**src/rtl/multilevel_pwm_gen_if.sv**
```systemverilog
`default_nettype none
// ============================================================================
// Module   : multilevel_pwm_gen_if
// Summary  : Control and gate-output bundle between the modulation controller
//            and the multilevel PWM generator.
// Revision : 1.0 - initial release
// ============================================================================
interface multilevel_pwm_gen_if #(
    parameter int LEVEL_COUNT = 4,
    parameter int WIDTH       = 16,
    parameter int CMP_WIDTH   = WIDTH + $clog2(LEVEL_COUNT + 1),
    parameter int DT_WIDTH    = 8
);
    logic                     Enable;
    logic [CMP_WIDTH-1:0]     Compare;
    logic [WIDTH-1:0]         PWMMaxCount;
    logic [WIDTH-1:0]         TriangleStepSize;
    logic [DT_WIDTH-1:0]      DeadTimeCount;
    logic [2*LEVEL_COUNT-1:0] S;
    logic                     CarrierValley;
    logic [WIDTH-1:0]         Carrier;

    // Controller side: drives the reference and carrier setup, observes gates.
    modport master (
        output Enable,
        output Compare,
        output PWMMaxCount,
        output TriangleStepSize,
        output DeadTimeCount,
        input  S,
        input  CarrierValley,
        input  Carrier
    );

    // Generator side.
    modport slave (
        input  Enable,
        input  Compare,
        input  PWMMaxCount,
        input  TriangleStepSize,
        input  DeadTimeCount,
        output S,
        output CarrierValley,
        output Carrier
    );
endinterface
`default_nettype wire

```
**src/rtl/multilevel_pwm_gen.sv**
```systemverilog
`default_nettype none
// ============================================================================
// Module   : multilevel_pwm_gen
// Summary  : N-level PWM from one shared triangle carrier with level-shifted
//            bands, valley-aligned shadow loading and per-level dead time.
// Revision : 1.0 - initial release
// ============================================================================
module multilevel_pwm_gen #(
    parameter int LEVEL_COUNT = 4,
    parameter int WIDTH       = 16,
    parameter int CMP_WIDTH   = WIDTH + $clog2(LEVEL_COUNT + 1),
    parameter int DT_WIDTH    = 8
) (
    input  logic                MClk,
    input  logic                RstN,
    multilevel_pwm_gen_if.slave pwm
);

    localparam int CW1 = CMP_WIDTH + 1;

    typedef enum logic [0:0] {
        DT_IDLE = 1'b0,
        DT_DEAD = 1'b1
    } dt_state_e;

    // Active (shadow) copies of the setup inputs
    logic [CMP_WIDTH-1:0]   compare_q, compare_d;
    logic [WIDTH-1:0]       max_q, max_d;
    logic [WIDTH-1:0]       step_q, step_d;
    logic [DT_WIDTH-1:0]    dt_q, dt_d;

    // Carrier state
    logic [WIDTH-1:0]       carrier_q, carrier_d;
    logic                   dir_down_q, dir_down_d;
    logic                   valley_q, valley_d;
    logic [WIDTH:0]         up_sum;

    // Raw per-level compare results
    logic [LEVEL_COUNT-1:0] raw_q, raw_d;

    // ------------------------------------------------------------------------
    // Triangle carrier. The extra sum bit keeps Carrier+Step from wrapping.
    // ------------------------------------------------------------------------
    always_comb begin
        up_sum     = {1'b0, carrier_q} + {1'b0, step_q};
        carrier_d  = carrier_q;
        dir_down_d = dir_down_q;
        valley_d   = 1'b0;

        if (!pwm.Enable || (max_q == '0)) begin
            carrier_d  = '0;
            dir_down_d = 1'b0;
        end else if (!dir_down_q) begin
            if (up_sum >= {1'b0, max_q}) begin
                carrier_d  = max_q;
                dir_down_d = 1'b1;
            end else begin
                carrier_d  = up_sum[WIDTH-1:0];
            end
        end else if (carrier_q <= step_q) begin
            carrier_d  = '0;
            dir_down_d = 1'b0;
            valley_d   = 1'b1;
        end else begin
            carrier_d  = carrier_q - step_q;
        end
    end

    // Shadows update on the same edge that raises CarrierValley, so the new
    // period starts at Carrier=0 with a consistent parameter set.
    always_comb begin
        compare_d = compare_q;
        max_d     = max_q;
        step_d    = step_q;
        dt_d      = dt_q;
        if (!pwm.Enable || valley_d) begin
            compare_d = pwm.Compare;
            max_d     = pwm.PWMMaxCount;
            step_d    = pwm.TriangleStepSize;
            dt_d      = pwm.DeadTimeCount;
        end
    end

    // ------------------------------------------------------------------------
    // Level k owns the band k*Max .. (k+1)*Max; a zero peak disables all bands.
    // ------------------------------------------------------------------------
    always_comb begin
        raw_d = '0;
        for (int k = 0; k < LEVEL_COUNT; k++) begin
            if (max_q != '0) begin
                raw_d[k] = ({1'b0, compare_q} >
                            (CW1'(k) * CW1'(max_q) + CW1'(carrier_q)));
            end
        end
    end

    always_ff @(posedge MClk or negedge RstN) begin
        if (!RstN) begin
            compare_q  <= '0;
            max_q      <= '0;
            step_q     <= '0;
            dt_q       <= '0;
            carrier_q  <= '0;
            dir_down_q <= 1'b0;
            valley_q   <= 1'b0;
            raw_q      <= '0;
        end else begin
            compare_q  <= compare_d;
            max_q      <= max_d;
            step_q     <= step_d;
            dt_q       <= dt_d;
            carrier_q  <= carrier_d;
            dir_down_q <= dir_down_d;
            valley_q   <= valley_d;
            raw_q      <= raw_d;
        end
    end

    assign pwm.Carrier       = carrier_q;
    assign pwm.CarrierValley = valley_q;

    // ------------------------------------------------------------------------
    // Per-level dead-time insertion. The pair is only ever {R,~R} or 00, so
    // both switches of a leg can never be on together.
    // ------------------------------------------------------------------------
    generate
        for (genvar k = 0; k < LEVEL_COUNT; k++) begin : g_level
            dt_state_e           state_q;
            logic [DT_WIDTH-1:0] cnt_q;
            logic                r_last_q;
            logic                s_hi_q;
            logic                s_lo_q;
            logic                r_now;
            logic                r_changed;

            assign r_now     = raw_q[k];
            assign r_changed = r_now ^ r_last_q;

            always_ff @(posedge MClk or negedge RstN) begin
                if (!RstN) begin
                    state_q  <= DT_IDLE;
                    cnt_q    <= '0;
                    r_last_q <= 1'b0;
                    s_hi_q   <= 1'b0;
                    s_lo_q   <= 1'b0;
                end else if (!pwm.Enable) begin
                    // Track R while parked so re-enabling does not see a stale edge.
                    state_q  <= DT_IDLE;
                    cnt_q    <= '0;
                    r_last_q <= r_now;
                    s_hi_q   <= 1'b0;
                    s_lo_q   <= 1'b0;
                end else begin
                    r_last_q <= r_now;
                    case (state_q)
                        DT_IDLE: begin
                            if (r_changed && (dt_q != '0)) begin
                                state_q <= DT_DEAD;
                                cnt_q   <= dt_q - DT_WIDTH'(1);
                                s_hi_q  <= 1'b0;
                                s_lo_q  <= 1'b0;
                            end else begin
                                s_hi_q  <= r_now;
                                s_lo_q  <= ~r_now;
                            end
                        end
                        DT_DEAD: begin
                            if (r_changed && (dt_q != '0)) begin
                                cnt_q   <= dt_q - DT_WIDTH'(1);
                            end else if (r_changed || (cnt_q == '0)) begin
                                state_q <= DT_IDLE;
                                cnt_q   <= '0;
                                s_hi_q  <= r_now;
                                s_lo_q  <= ~r_now;
                            end else begin
                                cnt_q   <= cnt_q - DT_WIDTH'(1);
                            end
                        end
                        default: begin
                            state_q <= DT_IDLE;
                            cnt_q   <= '0;
                            s_hi_q  <= 1'b0;
                            s_lo_q  <= 1'b0;
                        end
                    endcase
                end
            end

            assign pwm.S[2*k]   = s_hi_q;
            assign pwm.S[2*k+1] = s_lo_q;
        end
    endgenerate

endmodule
`default_nettype wire

```
**src/flat_wrapper.sv**
```systemverilog
// flat-port wrapper written by rule: the top's interface ports become plain ports
module multilevel_pwm_gen_flat 
#(
    parameter int LEVEL_COUNT = 4,
    parameter int WIDTH       = 16,
    parameter int CMP_WIDTH   = WIDTH + $clog2(LEVEL_COUNT + 1),
    parameter int DT_WIDTH    = 8
)
  (MClk, RstN, pwm_Enable, pwm_Compare, pwm_PWMMaxCount, pwm_TriangleStepSize, pwm_DeadTimeCount, pwm_S, pwm_CarrierValley, pwm_Carrier);
  multilevel_pwm_gen_if #(.LEVEL_COUNT(LEVEL_COUNT), .WIDTH(WIDTH), .CMP_WIDTH(CMP_WIDTH), .DT_WIDTH(DT_WIDTH)) pwm_i ();
  input  logic MClk;
  input  logic RstN;
  input wire logic [$bits(pwm_i.Enable)-1:0] pwm_Enable;
  input wire logic [$bits(pwm_i.Compare)-1:0] pwm_Compare;
  input wire logic [$bits(pwm_i.PWMMaxCount)-1:0] pwm_PWMMaxCount;
  input wire logic [$bits(pwm_i.TriangleStepSize)-1:0] pwm_TriangleStepSize;
  input wire logic [$bits(pwm_i.DeadTimeCount)-1:0] pwm_DeadTimeCount;
  output wire logic [$bits(pwm_i.S)-1:0] pwm_S;
  output wire logic [$bits(pwm_i.CarrierValley)-1:0] pwm_CarrierValley;
  output wire logic [$bits(pwm_i.Carrier)-1:0] pwm_Carrier;
  assign pwm_i.Enable = pwm_Enable;
  assign pwm_i.Compare = pwm_Compare;
  assign pwm_i.PWMMaxCount = pwm_PWMMaxCount;
  assign pwm_i.TriangleStepSize = pwm_TriangleStepSize;
  assign pwm_i.DeadTimeCount = pwm_DeadTimeCount;
  assign pwm_S = pwm_i.S;
  assign pwm_CarrierValley = pwm_i.CarrierValley;
  assign pwm_Carrier = pwm_i.Carrier;
  multilevel_pwm_gen #(.LEVEL_COUNT(LEVEL_COUNT), .WIDTH(WIDTH), .CMP_WIDTH(CMP_WIDTH), .DT_WIDTH(DT_WIDTH)) u_core (.MClk(MClk), .RstN(RstN), .pwm(pwm_i));
endmodule
```
**config.mk**
```make
export PLATFORM = sky130hd
export DESIGN_NAME = multilevel_pwm_gen_flat
export DESIGN_NICKNAME = d
export VERILOG_FILES = /design/src/rtl/multilevel_pwm_gen_if.sv /design/src/rtl/multilevel_pwm_gen.sv /design/src/flat_wrapper.sv
export SDC_FILE = /design/constraint.sdc
export NUM_CORES = 1
export LEC_CHECK = 0
export CAP_MARGIN = 20
export CORE_AREA = 8 8 321 167
export CTS_CLUSTER_DIAMETER = 50
export DETAILED_ROUTE_END_ITERATION = 16
export DIE_AREA = 0 0 329 175
export HOLD_SLACK_MARGIN = 0.1
export PLACE_DENSITY = 0.43
export SLEW_MARGIN = 15
export SYNTH_ARGS = -nofsm -noshare
export SYNTH_HDL_FRONTEND = slang
export SYNTH_SLANG_ARGS = --single-unit
export TNS_END_PERCENT = 100
```
**constraint.sdc**
```tcl
create_clock -name MClk -period 4.34 [get_ports MClk]
set_input_delay 0.868 -clock MClk [delete_from_list [all_inputs] [get_ports MClk]]
set_output_delay 0.868 -clock MClk [all_outputs]
set_load 0.03 [all_outputs]
```
== Yosys cells after proc, flatten, opt, wreduce, memory -nomap -nowiden ==
Index checks and enable logic that the tools add are counted.
Operators by class
  add/sub/neg operators: 10
  multipliers: 1
  magnitude comparators: 6
  equal/unequal tests: 12
  mux-type cells: 95
  bitwise gates (word level): 12
  reductions and logical operators: 22
Operator list (number)
  2-to-1 mux 8 bit: 16
  2-to-1 mux 16 bit: 4
  one-hot mux 8 bit (2 select lines): 4
  greater-than comparator 19 x 20 -> 1 bit: 3
  2-to-1 mux 1 bit: 59
  subtractor 8 x 1 -> 8 bit, second input constant: 5
  adder 16 x 16 -> 17 bit: 2
  logical NOT 8 bit: 4
  != test 3 bit, second input constant: 8
  one-hot mux 1 bit (2 select lines): 12
  adder 18 x 16 -> 19 bit: 1
  greater-than comparator 19 x 16 -> 1 bit: 1
  adder 17 x 16 -> 18 bit: 1
  multiplier 2 x 16 -> 18 bit, first input constant: 1
  greater-or-equal comparator 17 x 16 -> 1 bit: 1
  less-or-equal comparator 16 bit: 1
  logical NOT 16 bit: 1
  nonzero test 16 bit: 1
  subtractor 16 bit: 1
  != test 3 x 2 -> 1 bit, second input constant: 4
  inverter 1 bit: 8
  AND reduction 2 bit: 4
  nonzero test 8 bit: 1
  logical OR 1 bit: 6
  3 further kinds: 9
Word-level totals
  register bits after elaboration: 129
  input bits: 62
  output and inout bits: 25
  word-level logic and storage cells: 186

== Logic depth before layout (Yosys ltp) ==
Gate-level depths: netlist of run 1.
  depth in word-level cells: 6
  depth in mapped cells: 21
  gate-level depth less buffers: 21

== Worst setup path after synthesis of run 1 ==
Ideal clock, no wire load.
  path kind: reg2reg
  start point: register u_core.carrier_q[1], in the netlist u_core.pwm.Carrier[1]
  end point: register u_core.carrier_q[4], in the netlist u_core.pwm.Carrier[4]
  setup time: 141 ps
  arrival time: 4188 ps
  data required time: 4199 ps
  slack: 10 ps
  cell stages (with the launch flop): 18
  buffers on the path: 2
  period minus slack after synthesis: 4330 ps
  cells stage by stage: dfrtp_1 -> inv_1 -> fa_1 -> nor2_2 -> o221ai_2 -> a2111oi_4 -> o21ai_2 -> o2111a_1 -> nor3_1 -> ha_1 -> a2111oi_0 -> a31o_2 -> o311a_1 -> buf_2 -> buf_6 -> nor2_1 -> a211oi_1 -> a211oi_1
Between the ends
  cells in the longest elaborated chain, start to end: 5
  elaborated cells between the ends (all ways): 8
  classes of those cells: 2 x add/sub; 2 x order compare; 4 x mux
Ends and longest elaborated chain
  start: declaration: line multilevel_pwm_gen.sv:33  | logic [WIDTH-1:0] carrier_q, carrier_d;
  start signal: assignment: line multilevel_pwm_gen.sv:112  | carrier_q <= carrier_d;
  adder 16 x 16 -> 17 bit: line multilevel_pwm_gen.sv:45  | up_sum = {1'b0, carrier_q} + {1'b0, step_q};
  greater-or-equal comparator 17 x 16 -> 1 bit: line multilevel_pwm_gen.sv:54  | if (up_sum >= {1'b0, max_q}) begin
  2-to-1 mux 16 bit: line multilevel_pwm_gen.sv:54
  2-to-1 mux 16 bit (*): line multilevel_pwm_gen.sv:53  | end else if (!dir_down_q) begin
  2-to-1 mux 16 bit (*): line multilevel_pwm_gen.sv:50  | if (!pwm.Enable || (max_q == '0)) begin
  named net u_core.carrier_d[4]: line multilevel_pwm_gen.sv:33
The timed path passes the listed nets; every way through them passes the cells marked *.
A chain may end at the register's enable or synchronous reset.

== Worst setup path in the final report of run 1 ==
  start point: register u_core.carrier_q[3], in the netlist u_core.pwm.Carrier[3]
  end point: register u_core.raw_q[3]
Between the ends
  cells in the longest elaborated chain, start to end: 3
Ends and longest elaborated chain
  adder 18 x 16 -> 19 bit: line multilevel_pwm_gen.sv:92  | (CW1'(k) * CW1'(max_q) + CW1'(carrier_q)));
  greater-than comparator 19 x 20 -> 1 bit: line multilevel_pwm_gen.sv:91  | raw_d[k] = ({1'b0, compare_q} >
  2-to-1 mux 1 bit: line multilevel_pwm_gen.sv:90  | if (max_q != '0) begin
  named net u_core.raw_d[3]: line multilevel_pwm_gen.sv:39  | logic [LEVEL_COUNT-1:0] raw_q, raw_d;
  end signal: assignment: line multilevel_pwm_gen.sv:115  | raw_q <= raw_d;
  end: declaration: line multilevel_pwm_gen.sv:39
The timed path passes the listed nets, and every way through them passes these cells.

==> results of run 1 <==
-- power by group through the flow --
stage                     Clock [uW]  Combinational (uW)  Sequential, uW
after floorplan                    0                6380            2070
after global placement             0                8990            2230
after detailed placement           0                9090            2220
after CTS                       1540                9180            2210
after global routing            1590               10900            2290
final                           1480                9740            2220
-- state kept, by name, indices dropped and copies added, names as in the netlist --
register and cells:
u_core.raw_q 4, u_core.g_level.s_lo_q 4, u_core.compare_q 19, u_core.g_level.cnt_q 32
u_core.max_q 16, u_core.dt_q 8, u_core.pwm.Carrier 16, u_core.g_level.s_hi_q 4
u_core.g_level.state_q 4, u_core.pwm.CarrierValley 1, u_core.dir_down_q 1, u_core.step_q 16
u_core.g_level.r_last_q 4
-- layout make-up --
| cell class | instances | area (sq um) | area share [%] |
|---|---|---|---|
| clock inverters | 13 | 128 | 0.847 |
| multi-input cells | 1094 | 8550 | 56.8 |
| well taps | 660 | 826 | 5.48 |
| clock buffers | 19 | 443 | 2.94 |
| inverters | 97 | 364 | 2.42 |
| repair buffers | 168 | 1520 | 10.1 |
| flip-flops and latches | 129 | 3230 | 21.4 |
-- cell usage after synthesis, types with 5 or more instances --
cell type	instances
buf_4	9
o31ai_1	11
o221ai_1	9
a31oi_1	22
o21a_1	11
o211ai_1	16
a221o_1	6
nor2_1	97
dfrtp_1	129
buf_2	10
nand3_1	25
a211oi_1	10
mux2_1	59
nand4_1	19
o21ai_0	83
fa_1	20
and2_1	18
xor2_1	34
or2_2	10
nand3b_1	9
xnor2_1	32
and3_1	26
nor2b_1	23
ha_1	180
nand2_1	108
inv_1	96
nor4_1	5
or3_1	12
a21oi_1	84
a31o_2	5
o21ai_1	7
a21o_1	32
mux2i_1	5
o211a_1	5
nor3_1	36
clkbuf_1	26
nand2b_1	19
-- layer usage --
metal	up-vias	track usage [%]	wire [um]
met5	-	0	0
met4	0	2.55	371
met2	300	17.3	14500
met1	5244	24.3	24100
met3	21	2.96	2450
li1	5216	-	-
-- per-stage QoR --
step | setup TNS [ns] | hold WS [ns]
2_1_floorplan | 0 | 0.406
3_3_place_gp | -0.0284 | 0.459
3_5_place_dp | -0.201 | 0.451
4_1_cts | 0 | 0.464
5_1_grt | -0.0194 | 0.486
6_report | 0 | 0.450
-- worst max path at each step --
stage               slack (ns)                  start  cells past startpoint               endpoint
CTS                      0.002       u_core.step_q[0]                     20  u_core.pwm.Carrier[5]
global placement         -0.02  u_core.pwm.Carrier[0]                     18  u_core.pwm.Carrier[3]
detailed placement       -0.05  u_core.pwm.Carrier[0]                     18  u_core.pwm.Carrier[8]
finish                    0.20  u_core.pwm.Carrier[3]                     17        u_core.raw_q[3]
global route             -0.01  u_core.pwm.Carrier[3]                     17        u_core.raw_q[3]
floorplan                 0.01  u_core.pwm.Carrier[1]                     17  u_core.pwm.Carrier[4]
-- cell families after synthesis --
| family | Yosys count | share of synthesized area [%] |
|---|---|---|
| compound gates | 345 | 18.5 |
| xor+xnor | 66 | 4.78 |
| fa+ha+maj | 200 | 21.9 |
| buf+inv | 145 | 5.07 |
| flops | 129 | 26.7 |
| mux | 67 | 6.19 |
| simple gates | 416 | 16.8 |
-- cells in the final DEF (no fill, tap or decap), drive strengths merged, types with 5 or more instances in the layout --
cell,count
a211oi,10
a21o,32
a21oi,84
a221o,6
a31o,5
a31oi,22
and2,18
and3,26
buf,83
clkbuf,19
clkdlybuf4s50,85
clkinvlp,5
dfrtp,129
fa,20
ha,180
inv,102
mux2,62
mux2i,5
nand2,109
nand2b,19
nand3,25
nand3b,9
nand4,19
nor2,98
nor2b,23
nor3,36
nor4,5
o211a,5
o211ai,16
o21a,11
o21ai,91
o221ai,10
o31ai,11
or2,12
or3,12
xnor2,32
xor2,34
-- worst max-delay path, cell delays in order, from the launching register on --
cell	delay [ns]
dfrtp_2	0.46
buf_4	0.18
fa_1	0.47
ha_1	0.36
nor2b_1	0.16
o31a_1	0.33
o211ai_1	0.28
a21oi_2	0.12
o31ai_2	0.28
buf_4	0.18
xor2_2	0.13
ha_1	0.26
a21o_1	0.19
a21o_1	0.17
a21oi_1	0.11
nor2b_1	0.06
o21ai_1	0.17
a31oi_1	0.10
-- timing repair --
item	in CTS	in global routing
gates resized for setup	3	55
buffers inserted	0	9
setup endpoints to repair	10	19
pin swaps	0	31
endpoints found under the hold margin	0	0
==> flow_summary.ini, run 1 <==
[timing]
timing.final.ws_setup_ns = 0.199
slew-limit-headroom_pct = 37.2
fin_crit_sh_pct = 95.4
setup_violations = 0
period_minus_slack_ns = 4.14
hold_viol = 0
clock.fmax_mhz = 241
skew_ns = 0.0195
finalMaxSlewViolations = 0
worst_pin_slew_ns = 0.941

[global_routing]
overflow = 0
grt_pass1_vias = 10100
grt_usage_pct = 14.3
grt_first_pass_wirelength_um = 63000
grt_max_degree = 74
antenna_found_initial = 1

[clock_network]
htreeDepth = 4
root_buffer = clkbuf_16
clk_path_buf_depth = 2
holdBufCountCts = 0
clkLatencyLatePin_ns = 0.45
cts_buffers = 17
clkTransAtPathRegs_ns = 0.08
cts_tree = built
cts.sinks = 129

[power_and_ir_drop]
seq_power_share_pct = 16.5
p_per_area_nw_per_um2 = 893
leakage_uw = 0.00675
share_clk_of_total_power_pct = 11.0
p_comb_share_pct = 72.4
internal-power_uw = 6730
switching_share_pct = 50.0
finalPower_uw = 13500
p_sw_uw = 6720
irDropWorstVdd_mv = 0.338

[synthesis]
synth-edff-count = 0
seq_area_frac_synth_pct = 26.7
synth_cell_types = 66
synth_nets = 1630
synth_seq_cells = 129
yosysTopAreaCellShare_pct = 26.7
synth_area_leaders = dfrtp_1 27%, ha_1 19%, mux2_1 5.5%, a21oi_1 3.5%, o21ai_0 3.4%
postSynthAreaPerCell_sq_um = 8.84
dominantRegCellSynth = dfrtp_1
syn_inst = 1368
syn_area_sq_um = 12100
async_reset_ff_share_pct = 100
yosys.area.top_type = dfrtp_1
yosysWarnings = 0

[die]
die_w_um = 329
coreArea_sq_um = 49300
die_h_um = 175
initial_utilization_pct = 24.5
rows = 58
io-pin-count = 87
die_area_sq_um = 57600

[route]
wire_per_inst_um = 19.0
drt_iter0_markers = 823
drt-pass1-iter-count = 5
dr_total_vias = 10800
antenna_left = 0
via_per_inst = 4.95
post-route-drc-count = 0
wl_um = 41400

[placed_design]
dpl.cell_count = 2139
placed_cell_area_sq_um = 14100
dp_hpwl_um = 33200
place_congestion = 0.861
dp_slack_ns = -0.0458
port_buffers = 86

[layout]
diodes = 0
finalNonFillerCells = 2180
fillerInstances = 5102
final_layout_size_suffix_gt1_share_pct = 11.8
nets = 1769
fin_util_pct = 30.6
stdcell_area_sq_um = 15100
area_growth_pct = 24.6

[critical_path]
reg2reg_to = u_core.raw_q[3]
crit_path_start_kind = flop
cp.required_ns = 4.67
reg2reg_slack_ns = 0.20
r2r_cells = 17
arrival_ns = 4.47
crit_path_end_kind = flop
r2r-start = u_core.pwm.Carrier[3]
critPathMaxFanout = 4
crit_type = reg -> reg

[hold_path]
hold_class = in -> async

[status]
status = completed

[job]
cap_violations = 0
Note: power is estimated with default switching activity, not from simulation.
==> run 2, diff against run 1 <==
--- a/config.mk
+++ b/config.mk
@@ -5,14 +5,13 @@
 export SDC_FILE = /design/constraint.sdc
 export NUM_CORES = 1
 export LEC_CHECK = 0
-export CAP_MARGIN = 20
+export ABC_CLOCK_PERIOD_IN_PS = 4340
 export CORE_AREA = 8 8 321 167
 export CTS_CLUSTER_DIAMETER = 50
 export DETAILED_ROUTE_END_ITERATION = 16
 export DIE_AREA = 0 0 329 175
 export HOLD_SLACK_MARGIN = 0.1
 export PLACE_DENSITY = 0.43
-export SLEW_MARGIN = 15
 export SYNTH_ARGS = -nofsm -noshare
 export SYNTH_HDL_FRONTEND = slang
 export SYNTH_SLANG_ARGS = --single-unit
==> results of run 2 <==
No change in the layout: final DEF, timing and power equal those of run 1.
